<file path="src/rtl/hazard_scoreboard.sv">
// hazard_scoreboard: load-use and mult/div hazard detection with an in-flight mult/div tracker.
// Ports:
//   clock, reset        - single clock, asynchronous active-high reset
//   rs_d/rt_d/rd_d      - decode-stage source addresses, qualified by use_rs_d/use_rt_d/use_rd_d
//   ld_x, wd_x          - execute-stage load flag and destination
//   md_issue, md_dest   - mult/div leaving DX this cycle and its destination
//   md_done             - mult/div result-ready pulse
//   md_is_d             - decode-stage instruction is a mult/div
//   stall_pc/fd/dx      - pipeline stall controls
//   nop_dx              - bubble insert into DX
//   md_busy             - mult/div in flight
//   md_err              - sticky protocol-error flag
//   stall_cnt           - saturating count of stall cycles
module hazard_scoreboard #(
    parameter int AW          = 5,
    parameter int BLOCKING_MD = 0,
    parameter int CNT_W       = 16
) (
    input  logic             clock,
    input  logic             reset,
    input  logic [AW-1:0]    rs_d,
    input  logic [AW-1:0]    rt_d,
    input  logic [AW-1:0]    rd_d,
    input  logic             use_rs_d,
    input  logic             use_rt_d,
    input  logic             use_rd_d,
    input  logic             ld_x,
    input  logic [AW-1:0]    wd_x,
    input  logic             md_issue,
    input  logic [AW-1:0]    md_dest,
    input  logic             md_done,
    input  logic             md_is_d,
    output logic             stall_pc,
    output logic             stall_fd,
    output logic             stall_dx,
    output logic             nop_dx,
    output logic             md_busy,
    output logic             md_err,
    output logic [CNT_W-1:0] stall_cnt
);
    logic             r_busy;
    logic [AW-1:0]    r_dest;
    logic             r_err;
    logic [CNT_W-1:0] r_cnt;
    logic             w_ld_hz;
    logic             w_md_raw;
    logic             w_md_struct;
    logic             w_md_hz;
    logic             w_stall;
    always_comb begin
        w_ld_hz     = ld_x && (wd_x != '0) &&
                      ((use_rs_d && rs_d == wd_x) || (use_rt_d && rt_d == wd_x) || (use_rd_d && rd_d == wd_x));
        w_md_raw    = r_busy && (r_dest != '0) &&
                      ((use_rs_d && rs_d == r_dest) || (use_rt_d && rt_d == r_dest) || (use_rd_d && rd_d == r_dest));
        w_md_struct = r_busy && md_is_d && !md_done;
        // md_done in the consuming cycle lets the dependent instruction proceed
        w_md_hz     = (BLOCKING_MD != 0) ? (r_busy && !md_done) : ((w_md_raw && !md_done) || w_md_struct);
        // reset forces every pipeline control low regardless of inputs
        w_stall     = !reset && (w_ld_hz || w_md_hz);
        stall_pc    = w_stall;
        stall_fd    = w_stall;
        stall_dx    = (BLOCKING_MD != 0) ? (!reset && w_md_hz) : 1'b0;
        nop_dx      = (BLOCKING_MD != 0) ? (!reset && w_ld_hz && !w_md_hz) : w_stall;
        md_busy     = r_busy;
        md_err      = r_err;
        stall_cnt   = r_cnt;
    end
    always_ff @(posedge clock or posedge reset) begin
        if (reset) begin
            r_busy <= 1'b0;
            r_dest <= '0;
            r_err  <= 1'b0;
            r_cnt  <= '0;
        end else begin
            // an issue wins over a retire so back-to-back mult/div keeps the tracker busy
            if (md_issue) begin
                r_busy <= 1'b1;
                r_dest <= md_dest;
            end else if (md_done) begin
                r_busy <= 1'b0;
            end
            if ((md_issue && r_busy && !md_done) || (md_done && !r_busy))
                r_err <= 1'b1;
            if (w_stall && r_cnt != '1)
                r_cnt <= r_cnt + 1'b1;
        end
    end
endmodule

</file>
<file path="config.mk">
export PLATFORM = sky130hd
export DESIGN_NAME = hazard_scoreboard
export DESIGN_NICKNAME = d
export VERILOG_FILES = /design/src/rtl/hazard_scoreboard.sv
export SDC_FILE = /design/constraint.sdc
export NUM_CORES = 1
export LEC_CHECK = 0
export BUFFER_PORTS_ARGS = -buffer_cell sky130_fd_sc_hd__buf_4
export CAP_MARGIN = 20
export CORE_MARGIN = 1.5
export CORE_UTILIZATION = 29
export DETAILED_ROUTE_END_ITERATION = 7
export SLEW_MARGIN = 20
export SYNTH_ARGS = -nofsm -noshare
export SYNTH_HDL_FRONTEND = slang
export SYNTH_SLANG_ARGS = --single-unit
</file>
<file path="constraint.sdc">
create_clock -name clock -period 2.77 [get_ports clock]
set_clock_uncertainty 0.15 [all_clocks]
set_input_delay 0.554 -clock clock [delete_from_list [all_inputs] [get_ports clock]]
set_output_delay 0.554 -clock clock [all_outputs]
set_load 0.02 [all_outputs]
</file>
# After elaboration in Yosys (flattened, before gate mapping)
# Index checks and enable logic that the tools add are counted.
# classes
addsub	1
n_eq_ne	7
muxes	2
n_reduce_logical	31
# op_table
op	n
5-bit equality test	6
1-bit logical AND	18
16-bit by 1-bit adder with 16-bit output, second input constant	1
16-bit inequality test, second input constant	1
5-bit nonzero test	2
1-bit logical OR	7
1-bit logical NOT	3
1-bit 2-to-1 mux	2
2-bit nonzero test	1
# totals
ff_bits	23
inputBits	34
wordCells	45

# Depth between registers and ports, before layout
# depth
ltp_word	10
mapped_depth	8
ltp_nobuf	7

# Least setup slack after synthesis
# OpenSTA, ideal clock, no wires.
# synth_timing
path_type	input to output
start	in wd_x[2]
end	out stall_fd
arrival_ps	2165
required_time_ps	2066
path_slack_ps	-99
path_stages	7
cell_sequence	xor2_1 -> nor4_1 -> nand3_1 -> a31o_4 -> buf_6 -> a21oi_1 -> buf_4
# synth_via
elab_chain_len	7
elab_cells_between_ends	13
cone_classes	3 x eq/ne; 10 x reduce/logical
# synth_lines
item	line_no	rtl
start: declaration	28	input logic [AW-1:0] wd_x,
5-bit equality test	52	((use_rs_d && rs_d == wd_x) || (use_rt_d && rt_d == wd_x) || (use_rd_d && rd_d == wd_x));
1-bit logical AND	52	
1-bit logical OR (2 in a row)	52	
1-bit logical AND *	51	w_ld_hz = ld_x && (wd_x != '0) &&
1-bit logical OR *	59	w_stall = !reset && (w_ld_hz || w_md_hz);
1-bit logical AND *	59	
end: declaration	34	output logic stall_fd,
# Every way passes the cells marked *; elsewhere a longest branch is shown, timed or not.

# Final worst setup path
# layout_timing
start	in wd_x[4]
end	out stall_pc
# layout_via
elab_chain_len	7
elab_cells_between_ends	13
cone_classes	3 x eq/ne; 10 x reduce/logical
# layout_lines
item	line_no	rtl
5-bit equality test	52	
1-bit logical AND	52	
1-bit logical OR (2 in a row)	52	
1-bit logical AND *	51	
1-bit logical OR *	59	
1-bit logical AND *	59	
end: declaration	33	output logic stall_pc,
# Marked as above.

==> results.yml <==
run_status:
  outcome: "finished, final reports clean"
clock_tree:
  htree_levels: 1
  cts_tree: "done"
  clock_sinks: 23
  clk_latency_ns: 0.26
  cts.root.buffer_cell: "clkbuf_8"
  cts-buffers-inserted: 3
  clk_pin_slew_worst_paths_ns: 0.08
  cts_hold_buffers: 0
  clockBufferDepth: 2
run:
  drv_cap: 0
yosys:
  synth_most_common_cell: "xor2_1"
  synth_common_cells: "xor2_1 (35), dfrtp_1 (23), nand2_1 (8), xnor2_1 (8)"
  synth_top_flop_cell: "dfrtp_1"
  synthArstFlopShare_pct: 100
  synth.area.mux_share_pct: 5.83
  seq_area_frac_synth_pct: 34.8
  synth-compound-area-share_pct: 16.7
  synth_enable_flop_cells: 0
  synth_top_area_cell: "dfrtp_1"
  syn_area_um2: 1650
  yosysWarnings: 0
  yosysTopAreaCellShare_pct: 34.8
  netlist_instances: 153
  yosys.area_share.simple_pct: 13.4
  synth_nets: 188
  synthAdderAreaFrac_pct: 0.758
  syn_avg_cell_area_um2: 10.8
  synth_xor_area_share_pct: 22.8
  yosys_register_bits: 23
  synth.area.top_cells: "dfrtp_1 (35%), xor2_1 (19%), xnor2_1 (4.2%), a2111oi_2 (3.6%), mux2_2 (3.4%)"
  synth.distinct_cells: 38
  synth_top_family_by_area: "XOR/XNOR gates"
timing:
  fin_crit_sh_pct: 95.8
  timing.final.crit_period_ns: 2.65
  setup_tns_ns: 0
  final_hold_viol_count: 0
  rsz0062_at_grt: "no"
  finalSetupViolCount: 0
  fmax_mhz: 377
  final_max_slew_viol_count: 0
placement:
  place_congestion: 0.848
  placed_cell_area_um2: 2110
  dp_hpwl_mm: 3.10
  io_buffers: 54
global_routing:
  grt_pass1_vias: 1296
  grt_pass1_wl_mm: 6.40
  grt_usage_pct: 13.1
  grt_antenna_before_repair: 0
  grt_max_degree: 18
  overflow: 0
setup_path:
  arrival_ns: 1.95
  critPathTopFamily: "compound AO/OA/AOI/OAI gates"
  crit_path_start_kind: "input port"
  slowest_stage: "a31o_4"
  crit_path_max_incr_delay_ns: 0.31
  critical_path.endpoint_type: "primary output"
  crit_chain: "buf_4 > xor2_1 > nor4_1 > nand3_1 > a31o_4 > a21oi_2 > buf_4"
  critPathKind: "input port to primary output"
  crit_required_ns: 2.07
  path_depth: 7
  cp_common_cell: "buf_4"
  ff2ff_path_depth: 7
  cp_max_fo: 9
  crit_buf_inv: 2
final_layout:
  drive_gt1_share_pct: 42.1
  fillerInstances: 556
  n_antenna_cell: 0
  nNetsFinal: 245
  fin_area_um2: 2170
  area_delta_synth_final_pct: 31.7
detailed_routing:
  wl_per_cell_um: 13.7
  firstDrtPassIters: 4
  vias_per_cell: 4.67
  drc_errors: 0
  ant_nets: 0
  drt_iter0_drc: 51
  vias: 1313
  routed_wl_mm: 3.84
pwr:
  power.share.combinational_pct: 34.0
  p_leak_uw: 0.000987
  p_int_uw: 646
  p_seq_share_pct: 45.0
  powerDensity_nw_per_um2: 458
  power.net_switching_uw: 350
  pwr-share-clk_pct: 21.0
  irDropWorstVdd_mv: 0.331
  switching_share_pct: 35.1
hold_path:
  worstHoldPathType: "input port to asynchronous set/reset pin"
floorplanning:
  num_rows: 27
  start_util_pct: 30.0
  core_area_um2: 5510
  dieArea_um2: 6160
  die_w_um: 78.5
  dieHeight_um: 78.5
  io_pins: 56
==> kinds of logic (layout without fill, tap and decap cells) <==
group | after synthesis | in the layout
and+or+nand+nor | 38 | 38
other | 1 | 1
AOI/OAI and AO/OA | 24 | 24
adders and majority gates | 1 | 1
muxes | 8 | 8
xor gates and xnor gates | 43 | 43
buffers and inverters | 15 | 71
DFF | 23 | 23
==> registers in the layout (all words and copies together) (netlist names) <==
name       count
r_dest         5
md_err         1
stall_cnt     16
md_busy        1
==> area by class of cell <==
class                   count  area (um2)  area share, %
clock buffers               4        45.0           2.07
inverters                   8        30.0           1.38
multi-input cells         115         990           45.5
flip-flops and latches     23         577           26.5
well taps                  72        90.1           4.14
repair buffers             59         443           20.4
==> cells in the final DEF (no fill, tap or decap), types with 2 or more instances in the layout <==
cell type,Yosys,layout
nor4_1,7,7
inv_1,7,7
a2111oi_4,2,2
nand2b_1,2,2
buf_4,3,59
mux2_4,2,2
a2111oi_1,2,2
a211oi_1,5,5
xor2_1,35,35
a21oi_1,3,2
dfrtp_1,23,22
o21ai_0,2,2
a2111oi_2,4,4
a21oi_2,1,2
nand3_1,7,7
nor2_1,3,3
clkbuf_8,0,3
nand2_1,8,8
xnor2_1,8,8
and3_1,3,3
mux2_2,5,5
a31o_2,2,2
==> worst paths after layout <==
check | startpoint | slack [ns] | to
setup / recovery | wd_x[4] | 0.12 | stall_pc
max in group asynchronous | reset | 1.83 | r_dest[4]$_DFFE_PP0P_
hold / removal | reset | 0.11 | stall_cnt[15]$_DFFE_PP0P_
min in group clock | md_err$_DFFE_PP0P_ | 0.33 | md_err$_DFFE_PP0P_
setup reg to reg | stall_cnt[0]$_DFFE_PP0P_ | 0.26 | stall_cnt[1]$_DFFE_PP0P_
hold reg to reg | md_err$_DFFE_PP0P_ | 0.33 | md_err$_DFFE_PP0P_
==> through the flow <==
stage          power (uW)  utilization [%]  hold WS, ns  cells  worst slack, ns
3_5_place_dp          791             38.4        0.323    275            0.110
4_1_cts              1010             39.2        0.102    279           0.0760
3_3_place_gp          788             38.4        0.310    275            0.147
2_1_floorplan         645                -        0.406    153           0.0661
6_report              996             39.5        0.107    281            0.117
5_1_grt              1060             39.5        0.118    281          0.00793
==> power by group through the flow <==
stage / sequential (uW) / clock (uW) / combinational (uW)
floorplan: 482 / 0 / 163
global placement: 453 / 0 / 335
detailed placement: 453 / 0 / 339
CTS: 447 / 219 / 340
global route: 456 / 235 / 366
finish: 448 / 209 / 339
==> what timing repair did <==
item,in CTS,in global routing
gates resized for setup,0,1
setup buffers,0,2
setup endpoints to repair,0,3
==> worst reg2reg max path: stages, from the launching register on <==
cell	delay (ns)
dfrtp_1	0.44
ha_1	0.20
nand2_1	0.10
or3_4	0.41
nor3_2	0.26
a31o_2	0.45
a21oi_2	0.10
mux2_4	0.31
==> metal layers <==
metal | global-route usage (%) | wire (um) | up-vias
met5 | 0 | 0 | -
met4 | 2.14 | 36 | 0
met3 | 2.91 | 139 | 4
met1 | 17.8 | 1880 | 630
li1 | - | - | 656
met2 | 21.7 | 1790 | 23
(Power assumes the default switching activity.)
